File: src/rtl/id_hazard_ctrl.sv
// IF/ID pipeline register with load-use stall, memory-freeze and branch-squash control.
// Also keeps saturating perf counters for load-use stall cycles and flush events.
module id_hazard_ctrl #(
    parameter int unsigned FLUSH_CYCLES = 1,
    parameter int unsigned PERF_WIDTH   = 32
) (
    input  logic                  clk,
    input  logic                  rst,
    input  logic [31:0]           IfInstr,
    input  logic [31:0]           IfPc,
    input  logic                  IfValid,
    input  logic                  ExMemRead,
    input  logic [4:0]            ExRd,
    input  logic                  ExValid,
    input  logic                  BranchTaken,
    input  logic                  MemStall,
    output logic [31:0]           IdInstr,
    output logic [31:0]           IdPc,
    output logic                  IdValid,
    output logic                  PcWrite,
    output logic                  IdExBubble,
    output logic [PERF_WIDTH-1:0] StallCycles,
    output logic [PERF_WIDTH-1:0] FlushCount
);

    localparam logic [0:0]            ST_RUN       = 1'b0;
    localparam logic [0:0]            ST_FLUSH     = 1'b1;
    localparam logic [31:0]           NOP          = 32'h0000_0013;
    localparam logic [3:0]            FLUSH_RELOAD = 4'(FLUSH_CYCLES - 1);
    localparam logic [PERF_WIDTH-1:0] PERF_ONE     = PERF_WIDTH'(1);
    localparam logic [PERF_WIDTH-1:0] PERF_MAX     = '1;

    logic [31:0]           id_instr_q;
    logic [31:0]           id_pc_q;
    logic                  id_valid_q;
    logic [PERF_WIDTH-1:0] stall_cnt_q;
    logic [PERF_WIDTH-1:0] flush_evt_q;
    logic [0:0]            state_q;
    logic [3:0]            flush_cnt_q;

    logic [4:0] opcode;
    logic [4:0] rs1;
    logic [4:0] rs2;
    logic       uses_rs1;
    logic       uses_rs2;
    logic       load_use;

    assign opcode = id_instr_q[6:2];
    assign rs1    = id_instr_q[19:15];
    assign rs2    = id_instr_q[24:20];

    // Loads, OP-IMM, stores, OP, branches, JALR read rs1; stores, OP, branches read rs2.
    always_comb begin
        uses_rs1 = 1'b0;
        uses_rs2 = 1'b0;
        case (opcode)
            5'd0, 5'd4, 5'd25: uses_rs1 = 1'b1;
            5'd8, 5'd12, 5'd24: begin
                uses_rs1 = 1'b1;
                uses_rs2 = 1'b1;
            end
            default: ;
        endcase
    end

    assign load_use = id_valid_q & ExValid & ExMemRead & (ExRd != 5'd0) &
                      ((uses_rs1 & (rs1 == ExRd)) | (uses_rs2 & (rs2 == ExRd)));

    always_comb begin
        PcWrite    = 1'b0;
        IdExBubble = 1'b0;
        if (!rst && !MemStall) begin
            if (BranchTaken) begin
                PcWrite    = 1'b1;
                IdExBubble = 1'b1;
            end else if (load_use) begin
                IdExBubble = 1'b1;
            end else begin
                PcWrite = 1'b1;
            end
        end
    end

    always_ff @(posedge clk or posedge rst) begin
        if (rst) begin
            id_instr_q  <= NOP;
            id_pc_q     <= 32'h0;
            id_valid_q  <= 1'b0;
            stall_cnt_q <= '0;
            flush_evt_q <= '0;
            state_q     <= ST_RUN;
            flush_cnt_q <= 4'd0;
        end else if (!MemStall) begin
            if (BranchTaken) begin
                id_instr_q <= IfInstr;
                id_pc_q    <= IfPc;
                id_valid_q <= 1'b0;
                if (flush_evt_q != PERF_MAX) flush_evt_q <= flush_evt_q + PERF_ONE;
                if (FLUSH_CYCLES > 1) begin
                    state_q     <= ST_FLUSH;
                    flush_cnt_q <= FLUSH_RELOAD;
                end else begin
                    state_q     <= ST_RUN;
                    flush_cnt_q <= 4'd0;
                end
            end else if (load_use) begin
                if (stall_cnt_q != PERF_MAX) stall_cnt_q <= stall_cnt_q + PERF_ONE;
            end else begin
                id_instr_q <= IfInstr;
                id_pc_q    <= IfPc;
                if (state_q == ST_FLUSH) begin
                    // Redirected fetch not yet back: keep squashing.
                    id_valid_q  <= 1'b0;
                    flush_cnt_q <= flush_cnt_q - 4'd1;
                    if (flush_cnt_q == 4'd1) state_q <= ST_RUN;
                end else begin
                    id_valid_q <= IfValid;
                end
            end
        end
    end

    assign IdInstr     = id_instr_q;
    assign IdPc        = id_pc_q;
    assign IdValid     = id_valid_q;
    assign StallCycles = stall_cnt_q;
    assign FlushCount  = flush_evt_q;

endmodule

File: config.mk
export PLATFORM = sky130hd
export DESIGN_NAME = id_hazard_ctrl
export DESIGN_NICKNAME = d
export VERILOG_FILES = /design/src/rtl/id_hazard_ctrl.sv
export SDC_FILE = /design/constraint.sdc
export NUM_CORES = 1
export LEC_CHECK = 0
export CORE_MARGIN = 8
export CORE_UTILIZATION = 49
export CTS_BUF_LIST = sky130_fd_sc_hd__clkbuf_4 sky130_fd_sc_hd__clkbuf_8 sky130_fd_sc_hd__clkbuf_16
export CTS_CLUSTER_SIZE = 12
export DETAILED_ROUTE_END_ITERATION = 8
export PLACE_DENSITY_LB_ADDON = 0.1
export SYNTH_ARGS = -nofsm -noshare
export SYNTH_HDL_FRONTEND = slang
export SYNTH_SLANG_ARGS = --single-unit
export TNS_END_PERCENT = 10
File: constraint.sdc
create_clock -name clk -period 11.32 [get_ports clk]
set_clock_uncertainty 0.1 [all_clocks]
set_input_delay 2.264 -clock clk [delete_from_list [all_inputs] [get_ports clk]]
set_output_delay 2.264 -clock clk [all_outputs]
set_load 0.01 [all_outputs]
Word-level counts from Yosys, hierarchy flattened

Index checks and enable logic that the tools add are counted.

Multiplexer cells: 22
Reductions and logical operators: 12
Eq/ne operators: 11
$add $sub $neg: 3
Bitwise logic cells: 9

Operators with widths:

| kind                                                                | number |
|---|---|
| 32-bit 2-to-1 mux                                                   | 4 |
| 32-bit by 1-bit adder with 32-bit output (second input constant)    | 2 |
| 32-bit inequality test (second input constant)                      | 2 |
| 1-bit 2-to-1 mux                                                    | 15 |
| 4-bit 2-to-1 mux                                                    | 3 |
| 5-bit by 4-bit == test with 1-bit output (second input constant)    | 2 |
| 5-bit == test                                                       | 2 |
| 5-bit == test (second input constant)                               | 2 |
| 1-bit AND                                                           | 6 |
| 3-bit AND reduction                                                 | 2 |
| 6-bit OR reduction                                                  | 1 |
| 5-bit by 3-bit == test with 1-bit output (second input constant)    | 1 |
| 5-bit zero test                                                     | 1 |
| 5-bit nonzero test                                                  | 1 |
| 4-bit by 1-bit == test with 1-bit output (second input constant)    | 1 |
| 4-bit AND reduction                                                 | 1 |
| 4-bit by 1-bit subtractor with 4-bit output (second input constant) | 1 |
| 3-bit OR reduction                                                  | 1 |
| 1-bit zero test                                                     | 2 |
| 2-bit inequality test (second input constant)                       | 1 |
| 1-bit NOT                                                           | 2 |
| 2-bit AND reduction                                                 | 1 |
| 2-bit nonzero test                                                  | 1 |
| 1-bit logical AND                                                   | 1 |
| 1-bit bitwise OR                                                    | 1 |

Bits in registers: 134
Bits of input ports: 76
Logic and storage cells: 64

Depth between registers and ports, before layout

Gate-level depths: netlist of run 1.

Word-level depth: 9
Gate-level depth with buffers: 8
Depth with buffers taken out: 7

Worst setup path after synthesis of run 1

Ideal clock, no wire load.

Path kind: input to output
Start: input port ExRd[2]
End: output port IdExBubble
Setup slack: 5.380 ns
Arrival: 3.576 ns
Buffers on the path: 0
Cell stages on the path: 5
Path through: xor2_1 > nor4_1 > nand4_1 > a21o_2 > a211oi_1

Word-level cells in the longest chain between the ends: 7
Elaborated cells between the ends (all ways): 11
Classes of those cells: 2 x eq/ne; 3 x mux; 5 x bitwise; 1 x reduce/logical

RTL lines:

| item                 | RTL line | source |
|---|---|---|
| start: declaration   | 13       | `input logic [4:0] ExRd,` |
| 5-bit == test        | 67       | `((uses_rs1 & (rs1 == ExRd)) \| (uses_rs2 & (rs2 == ExRd)));` |
| 1-bit AND            | 67       |  |
| 1-bit bitwise OR     | 67       |  |
| 1-bit AND (*)        | 66       | `assign load_use = id_valid_q & ExValid & ExMemRead & (ExRd != 5'd0) &` |
| 1-bit 2-to-1 mux (*) | 76       | `end else if (load_use) begin` |
| 1-bit 2-to-1 mux (*) | 73       | `if (BranchTaken) begin` |
| 1-bit 2-to-1 mux (*) | 72       | `if (!rst && !MemStall) begin` |
| end: declaration     | 21       | `output logic IdExBubble,` |

Mark *: on every way between the ends. The rest lies on a longest branch, timed or not.

Worst setup path in the final report of run 1

Ends and elaborated chain as after synthesis.

==> results.sh, run 1 <==
export IMPL_outcome="completed"
export IMPL_worstReg2RegEnd="IdPc[24]"
export IMPL_setup_viol=0
export IMPL_whs_path_depth=1
export IMPL_hold_buffers=0
export IMPL_clock_latency_ps=410
export IMPL_vdd_drop_max_mv=0.1060
export IMPL_hold_slack_ps=379.9
export IMPL_pre_cts_ws_ps=4237
export IMPL_drive_gt1_frac=0.1316
export IMPL_drc=0
export IMPL_min_to="IdPc[13]"
export IMPL_path_buf_inv=2
export IMPL_nets=766
export IMPL_path_class="input pin to output pin"
export IMPL_yosysTopAreaCell="dfrtp_1"
export IMPL_reg2reg_depth=7
export IMPL_grt_pass1_vias=4700
export IMPL_worst_path_max_fanout=6
export IMPL_syn_num_nets=552
export IMPL_grt_overflow=0
export IMPL_cp_slowest_cell="clkdlybuf4s50_1"
export IMPL_fin_crit_ps=7087
export IMPL_ys_types=41
export IMPL_crit_family="buffers and inverters"
export IMPL_path_cells="clkdlybuf4s50_1 > xor2_1 > nor4_1 > nand4_1 > a21o_2 > a211oi_1 > clkdlybuf4s50_1"
export IMPL_grt_pass1_wl_um=25450
export IMPL_worstReg2RegStart="IdInstr[17]"
export IMPL_max_stage_delay_ps=610
export IMPL_crit_top_cell="clkdlybuf4s50_1"
export IMPL_antenna_cells=0
export IMPL_fin_util=0.7282
export IMPL_path_clk_slew_ps=50
export IMPL_power_density_mw_per_mm2=146.5
export IMPL_synth_top_area_frac=0.5494
export IMPL_hold_start="IdPc[13]"
export IMPL_cts_resized=0
export IMPL_firstDrtPassIters=4
export IMPL_setup_tns_ps=0
export IMPL_route_vias_total=4513
export IMPL_postSynthAreaPerCell_um2=12.64
export IMPL_antenna_left=0
export IMPL_arrival_ps=4720
export IMPL_startpoint_type="input pin"
export IMPL_ys_seq_area_frac=0.5626
export IMPL_worstMarginPinSlew_ps=1035
export IMPL_final_period_utilization=0.6261
export IMPL_hpwl_um=11730
export IMPL_final_cell_mix="206 x clkdlybuf4s50_1, 131 x dfrtp_1, 52 x xnor2_1, 45 x mux2_2, 29 x nand2_1"
export IMPL_tritoncts="yes"
export IMPL_grt_start_max_net_pins=84
export IMPL_fmax_ghz=0.1411
export IMPL_antenna_found_initial=1
export IMPL_ys_top_cells_by_area="dfrtp_1 55%, mux2_2 8.5%, xnor2_1 7.6%"
export IMPL_htreeDepth=4
export IMPL_finalMaxSlewViolations=0
export IMPL_drt_total_wl_um=15690
export IMPL_netlist_area_mm2=0.005967
export IMPL_cts_sinks=134
export IMPL_vias_per_cell=5.335
export IMPL_grt_usage=0.2010
export IMPL_rsz0062_at_grt="false"
export IMPL_leakage_nw=3.571
export IMPL_num_rows=40
export IMPL_core_area_mm2=0.01196
export IMPL_ios=207
export IMPL_post_cts_buffers=0
export IMPL_syn_inst=472
export IMPL_start_util=0.4988
export IMPL_hold_path_class="register to register"
export IMPL_fp_dieH_um=126.4
export IMPL_die_area_mm2=0.01596
export IMPL_final_common_cell="clkdlybuf4s50_1"
export IMPL_final_hold_violation_count=0
export IMPL_cts_buffers=17
export IMPL_yosysWarnings=0
export IMPL_timing_final_ws_setup_ps=4233
export IMPL_max_cap_viol_count=0
export IMPL_gp_congestion=0.8199
export IMPL_die_x_um=126.4
export IMPL_cts_root_buffer="clkbuf_16"
export IMPL_end_kind="output pin"
export IMPL_relSlewSlack=0.3039
export IMPL_critPathRequiredTime_ps=8960
export IMPL_reg2reg_setup_slack_ps=8690
export IMPL_ys_ff_latch=134
export IMPL_drt_iter0_drc=296
export IMPL_clk_path_buf_depth=2
export IMPL_io_buffer_count=206
export IMPL_wl_per_cell_um=18.55
export IMPL_area_growth_pct=45.98
[flip-flops by register name, summed over array words and instances (netlist names)]
register and flops:
FlushCount 32, IdInstr 32, IdPc 32, IdValid 1
StallCycles 32, flush_cnt_q 4, state_q 1
[worst max-delay path by stage]
stage                          endpoint     from  slack (ps)  depth (start not counted)
after floorplan           FlushCount[0]      rst        5380                          1
after global placement       IdExBubble  ExRd[2]        4320                          7
after detailed placement     IdExBubble  ExRd[2]        4240                          7
after CTS                    IdExBubble  ExRd[2]        4220                          7
after global routing         IdExBubble  ExRd[2]        4080                          7
final                        IdExBubble  ExRd[2]        4230                          7
[through the flow]
| stage | instances | power [mW] | instance area (um^2) |
|---|---|---|---|
| after CTS | 846 | 1.294 | 8711 |
| after global placement | 814 | 0.7467 | 8118 |
| final | 846 | 1.276 | 8711 |
| after floorplan | 472 | 0.6305 | 5967 |
| after global routing | 846 | 1.327 | 8711 |
| after detailed placement | 814 | 0.7524 | 8118 |
[layout make-up]
cell class	count	area (um^2)
Sequential cell	134	3357
Inverter	9	38.79
Clock inverter	3	40.04
Tap cell	147	183.9
Clock buffer	29	553.0
Fill cell	832	3251
Multi-Input combinational cell	315	2454
Timing Repair Buffer	209	2085
[kinds of logic (layout without fill, tap and decap cells)]
group           Yosys count  after routing  share of synthesized area
simple gates            153            153                     0.1388
flops                   134            134                     0.5626
xor+xnor                 71             71                     0.1042
mux                      66             66                     0.1246
buf+inv                  23            250                    0.02621
compound gates           21             21                    0.03523
fa+ha+maj                 4              4                   0.008388
[routing by layer]
metal | routed length [um] | GRT usage
met5 | 18 | 0
met2 | 7454 | 0.3179
met3 | 1152 | 0.07206
met1 | 6840 | 0.2485
met4 | 227 | 0.07360
[synthesized netlist by cell type]
library cell  count
dfrtp_1         131
xnor2_1          52
mux2_2           45
nand2_1          29
nand3_1          28
nand4_1          28
nor2_1           24
mux2_1           21
xor2_1           19
and3_1           10
buf_6             9
inv_1             9
and4_1            7
nor3_1            7
and2_1            5
ha_1              4
o21ai_0           4
a211oi_1          3
clkbuf_1          3
dfstp_2           3
nand3b_1          3
o311ai_0          3
a21oi_4           2
buf_2             2
nor4_1            2
o31ai_1           2
or3_1             2
or4_1             2
a2111oi_4         1
a21o_2            1
a21oi_1           1
a311o_1           1
a41oi_1           1
nand2b_1          1
nand4b_1          1
nor3b_1           1
nor4_4            1
o2111ai_4         1
o211ai_1          1
or2_2             1
or4_4             1
[where the power goes]
part	internal [mW]	switching (mW)
sequential	0.516	0.0324
combinational	0.116	0.0772
clock	0.351	0.184
No activity file was read; power rests on OpenSTA's default activity.
==> run 2: changes to the inputs <==
--- a/config.mk
+++ b/config.mk
@@ -6,7 +6,7 @@
 export NUM_CORES = 1
 export LEC_CHECK = 0
 export CORE_MARGIN = 8
-export CORE_UTILIZATION = 49
+export CORE_UTILIZATION = 41
 export CTS_BUF_LIST = sky130_fd_sc_hd__clkbuf_4 sky130_fd_sc_hd__clkbuf_8 sky130_fd_sc_hd__clkbuf_16
 export CTS_CLUSTER_SIZE = 12
 export DETAILED_ROUTE_END_ITERATION = 8
==> constraint.sdc (replaced) <==
create_clock -name clk -period 5.84 [get_ports clk]
set_clock_uncertainty 0.1 [all_clocks]
set_input_delay 1.168 -clock clk [delete_from_list [all_inputs] [get_ports clk]]
set_output_delay 1.168 -clock clk [all_outputs]
set_load 0.01 [all_outputs]
==> run 2 against run 1 <==
  * Power grew 100%
  * Combinational power increased by 93%
  * Clock power grew 110%
  * Sequential share of layout area shrank 0.48 points
  * Count of clock-buffer cells in the layout shrank 6
  * Global-route usage shrank 2.8 points
  * Routed wire length rose by 1.7%
  * Critical path type unchanged
  * Largest cell class unchanged
  * Highest routed layer is now met4
==> results.sh, run 2 (synthesized netlist as in run 1, its figures left out) <==
export IMPL_clock_latency_ps=420
export IMPL_drt_total_wl_um=15960
export IMPL_antenna_cells=0
export IMPL_seq_area_mm2=0.003357
export IMPL_grt_overflow=0
export IMPL_core_area_mm2=0.01437
export IMPL_fin_crit_ps=4947
export IMPL_post_cts_buffers=0
export IMPL_vdd_drop_max_mv=0.1692
export IMPL_antenna_left=0
export IMPL_arrival_ps=3680
export IMPL_worstReg2RegEnd="FlushCount[1]"
export IMPL_critPathRequiredTime_ps=4570
export IMPL_num_rows=44
export IMPL_path_class="input pin to output pin"
export IMPL_multiInputGateArea_mm2=0.002454
export IMPL_vias_per_cell=5.010
export IMPL_grt_pass1_vias=4660
export IMPL_pre_cts_ws_ps=936.2
export IMPL_start_util=0.4153
export IMPL_hold_path_class="register to register"
export IMPL_hpwl_um=11790
export IMPL_leakage_nw=3.596
export IMPL_nets=767
export IMPL_end_kind="output pin"
export IMPL_fillers=1168
export IMPL_relSlewSlack=0.4049
export IMPL_drt_iter0_drc=135
export IMPL_grt_pass1_wl_um=25230
export IMPL_die_area_mm2=0.01867
export IMPL_worstReg2RegStart="FlushCount[24]"
export IMPL_clk_path_buf_depth=2
export IMPL_hold_slack_ps=384.7
export IMPL_cts_resized=0
export IMPL_outcome="completed"
export IMPL_setup_viol=0
export IMPL_fin_area_mm2=0.008821
export IMPL_final_common_cell="clkdlybuf4s50_1"
export IMPL_whs_path_depth=1
export IMPL_reg2reg_setup_slack_ps=3270
export IMPL_cts_buffers=17
export IMPL_power_density_mw_per_mm2=292.7
export IMPL_rsz0062_at_grt="false"
export IMPL_startpoint_type="input pin"
export IMPL_route_vias_total=4429
export IMPL_drive_gt1_frac=0.1329
export IMPL_cts_sinks=134
export IMPL_final_period_utilization=0.8470
export IMPL_antenna_found_initial=0
export IMPL_area_growth_pct=47.83
export IMPL_grt_start_max_net_pins=99
export IMPL_tritoncts="yes"
export IMPL_final_cell_mix="206 x clkdlybuf4s50_1, 131 x dfrtp_1, 52 x xnor2_1, 45 x mux2_2, 29 x nand2_1"
export IMPL_reg2reg_depth=5
export IMPL_finalMaxSlewViolations=0
export IMPL_htreeDepth=4
export IMPL_hold_start="IdPc[9]"
export IMPL_cts_root_buffer="clkbuf_16"
export IMPL_final_hold_violation_count=0
export IMPL_place_area_mm2=0.008184
export IMPL_hold_buffers=0
export IMPL_io_buffer_count=206
export IMPL_path_clk_slew_ps=50
export IMPL_setup_tns_ps=0
export IMPL_ios=207
export IMPL_timing_final_ws_setup_ps=893.5
export IMPL_grt_usage=0.1730
export IMPL_die_x_um=136.6
export IMPL_gp_congestion=0.7850
export IMPL_worstMarginPinSlew_ps=892.6
export IMPL_min_to="IdPc[9]"
export IMPL_fmax_ghz=0.2022
export IMPL_drc=0
export IMPL_wl_per_cell_um=18.05
export IMPL_fp_dieH_um=136.6
export IMPL_firstDrtPassIters=4
export IMPL_max_cap_viol_count=0
export IMPL_worst_path_max_fanout=6
-- run 2: cell count changes in the layout (fill, tap and decap cells not counted) --
| cell | previous run | this run |
|---|---|---|
| buf_12 | 0 | 1 |
| bufinv_16 | 1 | 4 |
| clkbuf_4 | 6 | 3 |
| clkbuf_8 | 6 | 3 |
| clkinv_2 | 2 | 4 |
| clkinvlp_4 | 0 | 1 |
-- run 2: layout make-up --
class | count | area share
Multi-Input combinational cell | 315 | 0.2782
Timing Repair Buffer | 210 | 0.2386
Clock inverter | 9 | 0.01674
Sequential cell | 134 | 0.3806
Inverter | 9 | 0.004397
Tap cell | 184 | 0.02610
Clock buffer | 23 | 0.05546
-- run 2: worst max-delay path, cell delays in order --
cell             delay [ps]
clkdlybuf4s50_1         480
xor2_1                  190
nor4_1                  320
nand4_1                 300
a21o_2                  330
a211oi_1                260
clkdlybuf4s50_1         620
-- run 2: how the worst max path moves through the flow --
stage	start	slack, ps	end
floorplan	rst	990	FlushCount[0]
global placement	ExRd[2]	980	IdExBubble
detailed placement	ExRd[2]	940	IdExBubble
CTS	ExRd[2]	890	IdExBubble
global route	ExRd[2]	690	IdExBubble
finish	ExRd[2]	890	IdExBubble
-- run 2: layer usage --
| metal | global-route usage | part of all wire | vias to the layer above |
|---|---|---|---|
| li1 | - | - | 2100 |
| met2 | 0.2667 | 0.46 | 151 |
| met1 | 0.2194 | 0.44 | 2165 |
| met5 | 0 | 0 | - |
| met3 | 0.06608 | 0.089 | 13 |
| met4 | 0.05613 | 0.0085 | 0 |
-- run 2: power by group --
group	switching (mW)	leakage, nW	internal [mW]
Combinational	0.148	1.58	0.225
Sequential	0.0644	1.70	1.00
Clock	0.385	0.317	0.759
Total	0.597	3.60	1.98
-- run 2: metrics by stage --
stage               instances    util  total power [mW]
global placement          852  0.5696             1.450
finish                    884  0.6139             2.582
global route              884  0.6139             2.697
floorplan                 472       -             1.222
CTS                       884  0.6139             2.612
detailed placement        852  0.5696             1.459
